File: src/rtl/pc_fetch_unit.sv
// Program counter and instruction-fetch sequencer: FETCH -> EXEC -> FETCH/HALT.
// Optional misaligned-target trap enabled by defining PC_FETCH_MISALIGN_TRAP_EN.
module pc_fetch_unit #(
    parameter int                    PC_WIDTH    = 64,
    parameter int                    INSTR_WIDTH = 32,
    parameter logic [PC_WIDTH-1:0]   RESET_PC    = '0
) (
    input  logic                     clk,
    input  logic                     rst,
    output logic                     imem_req,
    output logic [PC_WIDTH-1:0]      imem_addr,
    input  logic                     imem_ready,
    input  logic [INSTR_WIDTH-1:0]   imem_rdata,
    output logic [INSTR_WIDTH-1:0]   ir,
    output logic                     ir_valid,
    output logic [PC_WIDTH-1:0]      pc,
    output logic [PC_WIDTH-1:0]      pc_plus4,
    input  logic                     exec_done,
    input  logic                     halt_req,
    input  logic [1:0]               PS,
    input  logic [PC_WIDTH-1:0]      br_offset,
    input  logic [3:0]               cond,
    input  logic [PC_WIDTH-1:0]      PC_in,
    input  logic [3:0]               Status,
    output logic                     halted,
    output logic                     fault
);

    typedef enum logic [1:0] {
        S_FETCH = 2'b00,
        S_EXEC  = 2'b01,
        S_HALT  = 2'b10,
        S_FAULT = 2'b11
    } state_t;

    state_t              state;
    logic [PC_WIDTH-1:0] br_shift;
    logic [PC_WIDTH-1:0] br_target;
    logic [PC_WIDTH-1:0] next_pc;

    // Status is {V,C,N,Z}; odd codes below 1110 invert the even base test.
    function automatic logic cond_eval(input logic [3:0] c, input logic [3:0] s);
        logic v, cf, n, z, r;
        v  = s[3];
        cf = s[2];
        n  = s[1];
        z  = s[0];
        case (c[3:1])
            3'd0:    r = z;
            3'd1:    r = cf;
            3'd2:    r = n;
            3'd3:    r = v;
            3'd4:    r = cf & ~z;
            3'd5:    r = (n == v);
            3'd6:    r = ~z & (n == v);
            default: r = 1'b1;
        endcase
        if (c[0] && (c[3:1] != 3'd7))
            r = ~r;
        return r;
    endfunction

    assign br_shift  = br_offset << 2;
    assign br_target = pc + br_shift;
    assign pc_plus4  = pc + PC_WIDTH'(4);
    assign imem_addr = pc;
    // Gated by rst so an in-flight request drops for the whole reset window.
    assign imem_req  = (state == S_FETCH) && !rst;

    always_comb begin
        next_pc = pc_plus4;
        case (PS)
            2'b00:   next_pc = pc_plus4;
            2'b01:   next_pc = br_target;
            2'b10:   next_pc = PC_in;
            default: next_pc = cond_eval(cond, Status) ? br_target : pc_plus4;
        endcase
    end

    always_ff @(posedge clk) begin
        if (rst) begin
            state    <= S_FETCH;
            pc       <= RESET_PC;
            ir       <= '0;
            ir_valid <= 1'b0;
            halted   <= 1'b0;
            fault    <= 1'b0;
        end else begin
            case (state)
                S_FETCH: begin
                    if (imem_ready) begin
                        ir       <= imem_rdata;
                        ir_valid <= 1'b1;
                        state    <= S_EXEC;
                    end
                end
                S_EXEC: begin
                    if (exec_done) begin
                        ir_valid <= 1'b0;
                        if (halt_req) begin
                            halted <= 1'b1;
                            state  <= S_HALT;
                        end else begin
                            pc <= next_pc;
`ifdef PC_FETCH_MISALIGN_TRAP_EN
                            if (next_pc[1:0] != 2'b00) begin
                                fault <= 1'b1;
                                state <= S_FAULT;
                            end else begin
                                state <= S_FETCH;
                            end
`else
                            state <= S_FETCH;
`endif
                        end
                    end
                end
                S_HALT:  state <= S_HALT;
                S_FAULT: state <= S_FAULT;
                default: state <= S_FETCH;
            endcase
        end
    end

endmodule

File: config.mk
export PLATFORM = sky130hd
export DESIGN_NAME = pc_fetch_unit
export DESIGN_NICKNAME = d
export VERILOG_FILES = /design/src/rtl/pc_fetch_unit.sv
export SDC_FILE = /design/constraint.sdc
export NUM_CORES = 1
export LEC_CHECK = 0
export CAP_MARGIN = 20
export CORE_ASPECT_RATIO = 1.2
export CORE_MARGIN = 5
export CORE_UTILIZATION = 46
export CTS_CLUSTER_DIAMETER = 80
export DETAILED_ROUTE_END_ITERATION = 10
export PLACE_DENSITY = 0.82
export SKIP_LAST_GASP = 1
export SYNTH_ARGS = -nofsm -noshare
export SYNTH_HDL_FRONTEND = slang
export SYNTH_SLANG_ARGS = --single-unit
File: constraint.sdc
create_clock -name clk -period 3.5 [get_ports clk]
set_clock_uncertainty 0.1 [all_clocks]
set_input_delay 0.525 -clock clk [delete_from_list [all_inputs] [get_ports clk]]
set_output_delay 0.525 -clock clk [all_outputs]
set_load 0.02 [all_outputs]
==> summary.md, run 1 <==
| Metric | Value |
|---|---|
| Outcome | `complete, no violations` |
| Detailed-placement wirelength estimate | `37470 um` |
| H-Tree Level Count | `3` |
| Met3 layer wire length in the routed design | `3870 um` |
| Post-synthesis instance total | `1492` |
| Main area contributors after synthesis | `dfxtp_1, ha_1, a21oi_1` |
| Wire length of the first global-routing pass | `71730 um` |
| Master of the slowest instance on the critical path | `or4_1` |
| Standby leakage power | `7.688 nW` |
| Maximum cell stage delay along the critical path | `0.52 ns` |
| Setup crit end kind | `flop` |
| Deepest clock path buffer count | `2` |
| Worst Hold Path Cells | `2` |
| Arr. time, crit path | `3.69 ns` |
| Max Slew Vio Count | `0` |
| I/O pin cnt | `403` |
| Worst-skew pair later-pin latency | `0.37 ns` |
| MaxCap Viol Count | `0` |
| Mapped Area | `0.01069 mm2` |
| Actual transition at the worst max-transition pin | `0.6860 ns` |
| Number of vias in the routed layout | `13640` |
| Number of global-route vias before repair | `13580` |
| Synthesized netlist net count | `1734` |
| Max Clk Rate | `0.2874 GHz` |
| Flip-flop and latch count after synthesis | `100` |
| CP required | `3.71 ns` |
| Detail Route met2 WL | `23530 um` |
| Post-Place Cell Area | `0.01625 mm2` |
| Aggregate global-route resource usage | `33.93%` |
| Worst setup slack for register-to-register paths | `0.10 ns` |
| Initial antenna violation count | `0` |
| Worst R2R End | `imem_addr[63]$_SDFFE_PP0P_` |
| Total design power | `4.928 mW` |
| Vias per cell | `5.820` |
| CTS tree | `built` |
| Power density cells | `292.3 mW/mm2` |
| Number of nets in the finished design | `2265` |
| Primary FF master, synth | `dfxtp_1` |
| Routed WL per cell | `20.36 um` |
| Number of buffers created by CTS | `9` |
| Total length of routed wires | `47710 um` |
| Dpl cells | `2317` |
| Setup repair after global routing missed its margin | `true` |
| YS warnings | `0` |
| Number of cell instances on the worst register-to-register path | `12` |
| Proportion of layout cells with a drive suffix above 1 | `18.49%` |
| Tmin final | `3.479 ns` |
| Post-route DRC | `0` |
| Initial detailed-routing violation count | `1112` |
| Worst-path clk slew | `0.09 ns` |
| Netlist cell types | `82` |
| Post-Route Utilization | `73.14%` |
| Area grow syn2layout | `57.63%` |
| Top layer reached by signal wires | `met4` |
| EDFF count, synth | `0` |
| Worst Hold End | `ir[29]$_SDFFE_PP0P_` |
| Pre-antenna DRT Iters | `5` |
| Final weighted congestion in routability-driven placement | `0.9957` |
| Ys async rst share | `0%` |
| Crit start category | `input port` |
| Largest voltage drop on the vdd net | `0.2347 mV` |
| Clock Sink Count | `100` |
| Crit-path max FO | `6` |
| Reg2reg start | `imem_addr[8]$_SDFFE_PP0P_` |
| Filler cells | `1856` |
| Initial cell density of the core | `46.40%` |
| Biggest area consumer among synthesized cells | `dfxtp_1` |
| Portion of synthesized cell area occupied by the leading cell type | `18.72%` |
| Maximum number of pins on one net before global-route repair | `45` |
| Global route total overflow | `0` |
| HP Class | `reg2reg` |
| Sequential share of the synthesized area | `18.72%` |
| Count of final hold-check violations | `0` |
| Crit-path cells | `clkdlybuf4s50_1 > ha_2 > a211oi_2 > o21ai_0 > o211a_1 > o41a_1 > o2bb2ai_2 > o311a_1 > nor2_2 > nor2_1 > or4_1 > a21oi_2` |
| Height of the die | `177.0 um` |
| Non-filler cells in the finished layout | `2344` |
| Std-Cell Rows | `61` |
| Number of input and output port buffers inserted | `399` |
| Final cycle utilization of the critical path | `99.40%` |
| Startpoint of the most critical hold path | `ir[29]$_SDFFE_PP0P_` |
| Critical setup path kind | `in2reg` |
| Standard cell core area | `0.02305 mm2` |
| CTS Root Cell | `clkbuf_16` |
| Post-synthesis area per instance | `7.168 um2` |
| Die width | `149.2 um` |
| Post-route cell area | `0.01686 mm2` |
| Floorplan die area | `0.02641 mm2` |
| Setup violators final | `0` |
| M1 WL | `18180 um` |
| Worst slew margin relative to its limit | `54.22%` |
| Remaining antenna violation count after routing | `0` |
| Worst slack on hold paths | `0.3591 ns` |
[stage by stage]
step	TNS (ns)	worst slack, ns
floorplan	0	0.2644
global placement	-6.144	-0.4525
detailed placement	-8.485	-0.5357
CTS	-0.1542	-0.09513
global route	-0.1832	-0.03513
finish	0	0.02097
[layer usage]
metal  global-route usage (%)  vias up
met5                        0        -
met4                    15.11        0
met3                    5.277      137
met2                    60.31      724
met1                    40.07     6402
li1                         -     6378
[worst max-delay path, delay by kind of cell]
family,cells,cell delay (ns)
AOI/OAI and AO/OA,7,1.66
adders and majority gates,1,0.31
buffers and inverters,1,0.46
and+or+nand+nor,3,0.72
[synthesized netlist by cell type (all sizes together) (3+ instances only)]
cell type	n
a211o	3
nor3	28
o211a	3
or2	5
nor2b	8
a21o	51
o211ai	18
xnor2	66
inv	34
nand2	174
o221ai	4
a21boi	6
and4	9
a21oi	160
o31ai	7
a221oi	12
nor4	6
dfxtp	100
a211oi	27
or3	9
a31oi	9
o21bai	13
o31a	5
nor2	138
mux2i	52
o21a	10
and2	5
a221o	3
ha	66
a311oi	3
a41oi	3
a2111oi	3
o21ai	121
and3	18
a22oi	3
nand3b	3
xor2	44
buf	85
nand2b	9
nand4	37
nand3	42
clkbuf	68
[registers in the layout (all words and copies together), names as in the netlist]
name,flops
imem_addr,64
ir,32
ir_valid,1
halted,1
state,2
[area by class of cell]
| type | instances | area (um2) | share of cell area [%] |
|---|---|---|---|
| inverters | 34 | 127.6 | 0.7571 |
| diodes | 1 | 2.502 | 0.01484 |
| well taps | 315 | 394.1 | 2.338 |
| clock inverters | 7 | 80.08 | 0.4750 |
| repair buffers | 673 | 6067 | 35.99 |
| multi-input cells | 1205 | 7956 | 47.20 |
| clock buffers | 9 | 225.2 | 1.336 |
| flip-flops and latches | 100 | 2004 | 11.89 |
[worst max-delay path by stage]
stage	end	depth (start not counted)	start
3_3_place_gp	imem_addr[50]$_SDFFE_PP0P_	16	br_offset[0]
6_report	imem_addr[63]$_SDFFE_PP0P_	12	br_offset[6]
3_5_place_dp	imem_addr[50]$_SDFFE_PP0P_	16	br_offset[0]
2_1_floorplan	imem_addr[48]$_SDFFE_PP0P_	13	imem_addr[2]$_SDFFE_PP0P_
5_1_grt	pc_plus4[60]	10	imem_addr[3]$_SDFFE_PP0P_
4_1_cts	pc_plus4[60]	10	imem_addr[3]$_SDFFE_PP0P_
[where the power goes]
part / internal, mW / switching (mW) / leakage [nW]
logic: 1.18 / 1.35 / 6.73
clock network: 0.511 / 0.573 / 0.146
registers: 1.23 / 0.0793 / 0.817
total: 2.92 / 2.00 / 7.69
[cell usage in the layout (no fill, tap or decap), types with 9 or more instances in the layout]
cell	count
clkdlybuf4s50_1	356
nand4_1	36
clkbuf_16	9
o211ai_1	18
inv_1	32
nor2_1	130
mux2i_1	52
dlygate4sd2_1	15
dfxtp_1	98
and4_1	9
nand3_1	40
o21ai_0	111
a221oi_1	10
buf_4	272
ha_1	62
xnor2_1	62
o21bai_1	12
and3_1	18
xor2_1	41
nand2b_1	9
dlymetal6s2s_1	13
nor3_1	24
o21a_1	10
nand2_1	173
a211oi_1	22
a21oi_1	157
a21o_1	51
[cells by family after synthesis]
family	count (synthesis)	synth area share [%]
muxes	53	5.078
buffers and inverters	187	9.009
DFF	100	18.72
other	1	0.03507
xor gates and xnor gates	110	9.079
and+or+nand+nor	498	22.09
adders and majority gates	67	7.909
AOI/OAI and AO/OA	476	28.08
[timing repair]
item                       in CTS  in global routing
resized for setup              54                 67
buffers inserted                2                  7
setup endpoints to repair      35                 46
pin swaps                       6                 17
hold buffers                    0                  0
Note: power is estimated with default switching activity, not from simulation.
==> inputs of run 2 (changes only) <==
--- a/config.mk
+++ b/config.mk
@@ -6,7 +6,7 @@
 export NUM_CORES = 1
 export LEC_CHECK = 0
 export CAP_MARGIN = 20
-export CORE_ASPECT_RATIO = 1.2
+export CORE_ASPECT_RATIO = 0.6
 export CORE_MARGIN = 5
 export CORE_UTILIZATION = 46
 export CTS_CLUSTER_DIAMETER = 80
==> run 2 against run 1 <==
Net effect:
- largest cell class unchanged
- combinational power rose by 2%
- flip-flop and latch count unchanged
- critical path type unchanged
- first-iteration DRC count is 50% higher
==> summary.md, run 2 (synthesis results as in run 1) <==
| Metric | Value |
|---|---|
| Final cycle utilization of the critical path | `98.94% (was 99.40%)` |
| Initial detailed-routing violation count | `1666 (was 1112)` |
| Total length of routed wires | `51300 um (was 47710 um)` |
| Pre-antenna DRT Iters | `7 (was 5)` |
| H-Tree Level Count | `3 (unchanged)` |
| Post-route DRC | `0 (unchanged)` |
| Crit-path max FO | `6 (unchanged)` |
| Clock Sink Count | `100 (unchanged)` |
| Most frequent cells in the layout | `clkdlybuf4s50_1, buf_4, nand2_1, a21oi_1, nor2_1 (unchanged)` |
| Arr. time, crit path | `3.67 ns (was 3.69 ns)` |
| Number of global-route vias before repair | `13400 (was 13580)` |
| CTS tree | `built (unchanged)` |
| Number of flip-flops under the largest register name | `64 (unchanged)` |
| Final weighted congestion in routability-driven placement | `1.015 (was 0.9957)` |
| Height of the die | `128.1 um (was 177.0 um)` |
| Number of hold buffers added after cts | `0 (unchanged)` |
| Std-Cell Rows | `43 (was 61)` |
| Inserted Diodes | `0 (was 1)` |
| Power density cells | `298.0 mW/mm2 (was 292.3 mW/mm2)` |
| Deepest clock path buffer count | `2 (unchanged)` |
| Initial cell density of the core | `46.55% (was 46.40%)` |
| Worst-skew pair later-pin latency | `0.37 ns (about the same)` |
| HP Class | `reg2reg (unchanged)` |
| Setup repair after global routing missed its margin | `true (unchanged)` |
| Worst-path clk slew | `0.09 ns (about the same)` |
| Number of buffers created by CTS | `9 (unchanged)` |
| Routed WL per cell | `21.89 um (was 20.36 um)` |
| Number of nets in the finished design | `2266 (was 2265)` |
| Vias per cell | `6.046 (was 5.820)` |
| Outcome | `complete, no violations (unchanged)` |
| Wire length of the first global-routing pass | `74750 um (was 71730 um)` |
| Crit start category | `input port (unchanged)` |
| Actual transition at the worst max-transition pin | `0.8370 ns (was 0.6860 ns)` |
| I/O pin cnt | `403 (unchanged)` |
| Floorplan die area | `0.02650 mm2 (was 0.02641 mm2)` |
| Worst slew margin relative to its limit | `44.14% (was 54.22%)` |
| Aggregate global-route resource usage | `35.54% (was 33.93%)` |
| Proportion of layout cells with a drive suffix above 1 | `20.01% (was 18.49%)` |
| Max Slew Vio Count | `0 (unchanged)` |
| Setup crit end kind | `flop (unchanged)` |
| Initial antenna violation count | `1 (was 0)` |
| Summed negative setup slack over all endpoints | `0 ns (unchanged)` |
| Die width | `206.8 um (was 149.2 um)` |
| Remaining antenna violation count after routing | `0 (unchanged)` |
| Max Clk Rate | `0.2888 GHz (was 0.2874 GHz)` |
| Number of input and output port buffers inserted | `399 (unchanged)` |
| Worst setup slack for register-to-register paths | `0.08 ns (was 0.10 ns)` |
| Critical setup path kind | `in2reg (unchanged)` |
| Filler cells | `1758 (was 1856)` |
| Maximum number of pins on one net before global-route repair | `57 (was 45)` |
| Standard cell core area | `0.02297 mm2 (was 0.02305 mm2)` |
| Count of final hold-check violations | `0 (unchanged)` |
| MaxCap Viol Count | `0 (unchanged)` |
| Most common library cell in the layout ignoring fill and taps | `clkdlybuf4s50_1 (unchanged)` |
| Worst slack on hold paths | `0.3579 ns (was 0.3591 ns)` |
| Detailed-placement wirelength estimate | `39350 um (was 37470 um)` |
| Number of vias in the routed layout | `14170 (was 13640)` |
| CP required | `3.71 ns (about the same)` |
| Standby leakage power | `7.662 nW (was 7.688 nW)` |
| Tmin final | `3.463 ns (was 3.479 ns)` |
| Global route total overflow | `0 (unchanged)` |
| Setup violators final | `0 (unchanged)` |
| Largest voltage drop on the vdd net | `0.2681 mV (was 0.2347 mV)` |
| Area grow syn2layout | `59.11% (was 57.63%)` |
| CTS Root Cell | `clkbuf_16 (unchanged)` |
-- run 2: critical path, stage by stage --
cell             delay (ns)
clkdlybuf4s50_1        0.48
ha_2                   0.43
nand2_1                0.13
buf_4                  0.16
a211oi_1               0.16
o21a_1                 0.14
o41a_1                 0.23
o2bb2ai_2              0.16
o311a_1                0.25
nor2_2                 0.07
buf_4                  0.13
a221o_1                0.28
or4_4                  0.41
a21oi_2                0.12
-- run 2: path summary, 6_finish.rpt --
kind                             start                          to  cells after the start
max                      br_offset[15]  imem_addr[63]$_SDFFE_PP0P_                     14
min                ir[29]$_SDFFE_PP0P_         ir[29]$_SDFFE_PP0P_                      2
max reg2reg  imem_addr[5]$_SDFFE_PP0P_  imem_addr[55]$_SDFFE_PP0P_                     13
min reg2reg        ir[29]$_SDFFE_PP0P_         ir[29]$_SDFFE_PP0P_                      2
-- run 2: area by class of cell --
| type | instances | area, um2 | area share [%] |
|---|---|---|---|
| clock buffer | 9 | 225.2 | 1.324 |
| clock inverter | 7 | 102.6 | 0.6030 |
| inverter | 34 | 127.6 | 0.7501 |
| multi-input combinational | 1205 | 8124 | 47.75 |
| sequential | 100 | 2009 | 11.81 |
| tap | 315 | 394.1 | 2.316 |
| timing repair buffer | 674 | 6032 | 35.45 |
-- run 2: repair_timing --
action,in CTS,in global routing
endpoints found under the setup margin,48,46
pin swaps,7,26
resized for setup,67,107
setup buffers,3,6
-- run 2: metal layers --
| layer | wire length, um | GRT usage (%) | vias up |
|---|---|---|---|
| li1 | - | - | 6360 |
| met1 | 21280 | 49.78 | 6656 |
| met2 | 22380 | 54.95 | 1017 |
| met3 | 6173 | 8.748 | 136 |
| met4 | 1461 | 8.971 | 2 |
| met5 | 13 | 0 | - |
-- run 2: through the flow --
stage | std cells | setup slack (ns) | util (%) | cell area (um2) | power [mW]
2_1_floorplan | 1492 | 0.2644 | - | 10690 | 2.633
3_3_place_gp | 2318 | -0.4147 | 70.75 | 16250 | 3.759
3_5_place_dp | 2318 | -0.4771 | 70.75 | 16250 | 3.808
4_1_cts | 2337 | -0.1114 | 72.34 | 16620 | 4.941
5_1_grt | 2344 | -0.1182 | 74.06 | 17020 | 5.283
6_report | 2344 | 0.03709 | 74.06 | 17020 | 5.071
-- run 2: report_power, final --
| group | switching [mW] | total (mW) | internal (mW) | leakage [nW] |
|---|---|---|---|---|
| Combinational | 1.41 | 2.60 | 1.20 | 6.68 |
| Clock | 0.569 | 1.15 | 0.585 | 0.160 |
| Sequential | 0.0849 | 1.31 | 1.23 | 0.819 |
==> inputs of run 3 (changes only) <==
--- a/config.mk
+++ b/config.mk
@@ -5,10 +5,13 @@
 export SDC_FILE = /design/constraint.sdc
 export NUM_CORES = 1
 export LEC_CHECK = 0
+export ABC_CLOCK_PERIOD_IN_PS = 3500
 export CAP_MARGIN = 20
+export CELL_PAD_IN_SITES_DETAIL_PLACEMENT = 0
+export CELL_PAD_IN_SITES_GLOBAL_PLACEMENT = 1
 export CORE_ASPECT_RATIO = 0.6
 export CORE_MARGIN = 5
-export CORE_UTILIZATION = 46
+export CORE_UTILIZATION = 32
 export CTS_CLUSTER_DIAMETER = 80
 export DETAILED_ROUTE_END_ITERATION = 10
 export PLACE_DENSITY = 0.82
==> run 3 against run 2 <==
Net effect:
- maximum frequency fell by 0.79%
- global-route usage fell by 8.3 points
- highest routed layer is now met4
- critical path type unchanged
- final cell count rose by 5.8%
==> summary.md, run 3 (synthesis results as in run 1) <==
| Metric | Value |
|---|---|
| HP Class | `reg2reg (unchanged)` |
| Number of global-route vias before repair | `13090 (was 13400)` |
| Largest voltage drop on the vdd net | `0.2649 mV (was 0.2681 mV)` |
| Actual transition at the worst max-transition pin | `1.102 ns (was 0.8370 ns)` |
| I/O pin cnt | `403 (unchanged)` |
| GR peak layer | `met2 (unchanged)` |
| Worst slew margin relative to its limit | `26.39% (was 44.14%)` |
| Remaining antenna violation count after routing | `0 (unchanged)` |
| Number of hold buffers added after cts | `0 (unchanged)` |
| Startpoint of the most critical hold path | `ir[23]$_SDFFE_PP0P_ (was ir[29]$_SDFFE_PP0P_)` |
| Max Clk Rate | `0.2865 GHz (was 0.2888 GHz)` |
| Wire length of the first global-routing pass | `79070 um (was 74750 um)` |
| CP required | `3.73 ns (was 3.71 ns)` |
| Standby leakage power | `7.608 nW (was 7.662 nW)` |
| Max Slew Vio Count | `0 (unchanged)` |
| Final weighted congestion in routability-driven placement | `0.9540 (was 1.015)` |
| CTS tree | `built (unchanged)` |
| Aggregate global-route resource usage | `27.24% (was 35.54%)` |
| Non-filler cells in the finished layout | `2481 (was 2344)` |
| Vias per cell | `5.388 (was 6.046)` |
| Reg2reg start | `imem_addr[16]$_SDFFE_PP0P_ (was imem_addr[5]$_SDFFE_PP0P_)` |
| Worst Hold Path Cells | `2 (unchanged)` |
| Number of nets in the finished design | `2267 (was 2266)` |
| Initial cell density of the core | `32.73% (was 46.55%)` |
| Crit-path max FO | `6 (unchanged)` |
| Crit start category | `input port (unchanged)` |
| Proportion of layout cells with a drive suffix above 1 | `19.31% (was 20.01%)` |
| Worst Hold End | `ir[23]$_SDFFE_PP0P_ (was ir[29]$_SDFFE_PP0P_)` |
| Die width | `246.0 um (was 206.8 um)` |
| Sequential group share of total power | `26.2% (was 25.9%)` |
| Summed negative setup slack over all endpoints | `0 ns (unchanged)` |
| Total length of routed wires | `53560 um (was 51300 um)` |
| Number of vias in the routed layout | `13370 (was 14170)` |
| Number of buffers created by CTS | `9 (unchanged)` |
| Worst-path clk slew | `0.09 ns (about the same)` |
| Setup violators final | `0 (unchanged)` |
| Number of cell instances on the worst register-to-register path | `12 (was 13)` |
| Switching Share | `41.54% (was 40.62%)` |
| Std-Cell Rows | `51 (was 43)` |
| Worst setup slack for register-to-register paths | `0.08 ns (about the same)` |
| Cell-internal power | `2.930 mW (was 3.011 mW)` |
| Final cycle utilization of the critical path | `99.73% (was 98.94%)` |
| Initial detailed-routing violation count | `1104 (was 1666)` |
| CTS Root Cell | `clkbuf_16 (unchanged)` |
| Tmin final | `3.491 ns (was 3.463 ns)` |
| Number of flip-flops under the largest register name | `64 (unchanged)` |
| Outcome | `complete, no violations (unchanged)` |
| Initial antenna violation count | `1 (unchanged)` |
| Detailed-placement wirelength estimate | `42600 um (was 39350 um)` |
| Post-route DRC | `0 (unchanged)` |
| Worst R2R End | `imem_addr[63]$_SDFFE_PP0P_ (was imem_addr[55]$_SDFFE_PP0P_)` |
| Power share of the combinational group | `51.3% (about the same)` |
| Standard cell core area | `0.03267 mm2 (was 0.02297 mm2)` |
| Arr. time, crit path | `3.72 ns (was 3.67 ns)` |
| Height of the die | `151.6 um (was 128.1 um)` |
| MaxCap Viol Count | `0 (unchanged)` |
| Power density cells | `292.9 mW/mm2 (was 298.0 mW/mm2)` |
| Area grow syn2layout | `60.02% (was 59.11%)` |
| GR Layer Usage met1 | `38.76% (was 49.78%)` |
| Setup repair after global routing missed its margin | `true (unchanged)` |
| Pre-antenna DRT Iters | `5 (was 7)` |
| Relative contribution of the clock network to total power | `22.5% (was 22.8%)` |
| Global route total overflow | `0 (unchanged)` |
| Number of input and output port buffers inserted | `399 (unchanged)` |
| Most common library cell in the layout ignoring fill and taps | `clkdlybuf4s50_1 (unchanged)` |
| Worst-skew pair later-pin latency | `0.39 ns (was 0.37 ns)` |
| Routed WL per cell | `21.59 um (was 21.89 um)` |
| Setup crit end kind | `flop (unchanged)` |
| Net switching power | `2.082 mW (was 2.060 mW)` |
| Critical setup path kind | `in2reg (unchanged)` |
| Most frequent cells in the layout | `clkdlybuf4s50_1, buf_4, nand2_1, a21oi_1, nor2_1 (unchanged)` |
| Routing usage on met2 | `41.43% (was 54.95%)` |
| Maximum number of pins on one net before global-route repair | `68 (was 57)` |
| Filler cells | `3213 (was 1758)` |
| Deepest clock path buffer count | `2 (unchanged)` |
| Clock Sink Count | `100 (unchanged)` |
| Dpl cells | `2456 (was 2318)` |
| Count of final hold-check violations | `0 (unchanged)` |
| GR Util met3 | `6.294% (was 8.748%)` |
| Floorplan die area | `0.03729 mm2 (was 0.02650 mm2)` |
| H-Tree Level Count | `3 (unchanged)` |
## run 3: worst max path at each step
| stage | startpoint | to | slack [ns] | cells after the start |
|---|---|---|---|---|
| floorplan | imem_addr[2]$_SDFFE_PP0P_ | imem_addr[48]$_SDFFE_PP0P_ | 0.26 | 13 |
| global placement | br_offset[0] | imem_addr[58]$_SDFFE_PP0P_ | -0.47 | 16 |
| detailed placement | br_offset[0] | imem_addr[58]$_SDFFE_PP0P_ | -0.53 | 16 |
| CTS | imem_addr[2]$_SDFFE_PP0P_ | pc_plus4[48] | -0.07 | 10 |
| global route | br_offset[16] | imem_addr[63]$_SDFFE_PP0P_ | -0.09 | 12 |
| finish | br_offset[16] | imem_addr[63]$_SDFFE_PP0P_ | 0.009 | 12 |
## run 3: cell type report
cell class                 instances  area (um2)  share of cell area (%)
timing repair buffer             675        6058                   35.40
inverter                          34       127.6                  0.7458
clock buffer                       9       225.2                   1.316
antenna                            1       2.502                 0.01462
tap                              450       563.0                   3.290
clock inverter                     7       88.84                  0.5191
multi-input combinational       1205        8044                   47.01
sequential                       100        2003                   11.71
## run 3: metrics by stage
step / instance area, um2 / util, % / hold WS [ns] / setup slack, ns / total power, mW
floorplan: 10690 / - / 0.4106 / 0.2644 / 2.633
global placement: 16480 / 50.45 / 0.3410 / -0.4737 / 3.824
detailed placement: 16480 / 50.45 / 0.3463 / -0.5325 / 3.843
CTS: 16870 / 51.64 / 0.3583 / -0.06551 / 4.973
global route: 17110 / 52.38 / 0.3712 / -0.08564 / 5.257
finish: 17110 / 52.38 / 0.3589 / 0.009485 / 5.012
## run 3: timing repair
| action | 4_1_cts | 5_1_grt |
|---|---|---|
| gates resized for setup | 56 | 64 |
| endpoints found under the setup margin | 50 | 48 |
| setup buffers | 4 | 4 |
| endpoints found under the hold margin | 0 | 0 |
| pin swaps | 6 | 10 |
## run 3: routing by layer
layer	vias to the layer above	part of all wire, %
li1	6365	-
met1	6321	46
met2	615	43
met3	66	8.5
met4	0	2.4
met5	-	0
## run 3: power groups by stage
stage,clock network [mW],logic (mW),registers [mW]
2_1_floorplan,0,1.17,1.46
6_report,1.13,2.57,1.31
5_1_grt,1.18,2.75,1.33
3_3_place_gp,0,2.49,1.33
3_5_place_dp,0,2.51,1.34
4_1_cts,1.15,2.51,1.31
## run 3: critical path: stages
cell and delay [ns]:
clkdlybuf4s50_1 0.49, ha_2 0.32, a21oi_2 0.17, o21ai_2 0.10
nand2b_1 0.15, o41a_1 0.48, o2bb2ai_2 0.18, o311a_1 0.40
nor2_2 0.17, nor2_1 0.06, or4_1 0.50, a21oi_1 0.16
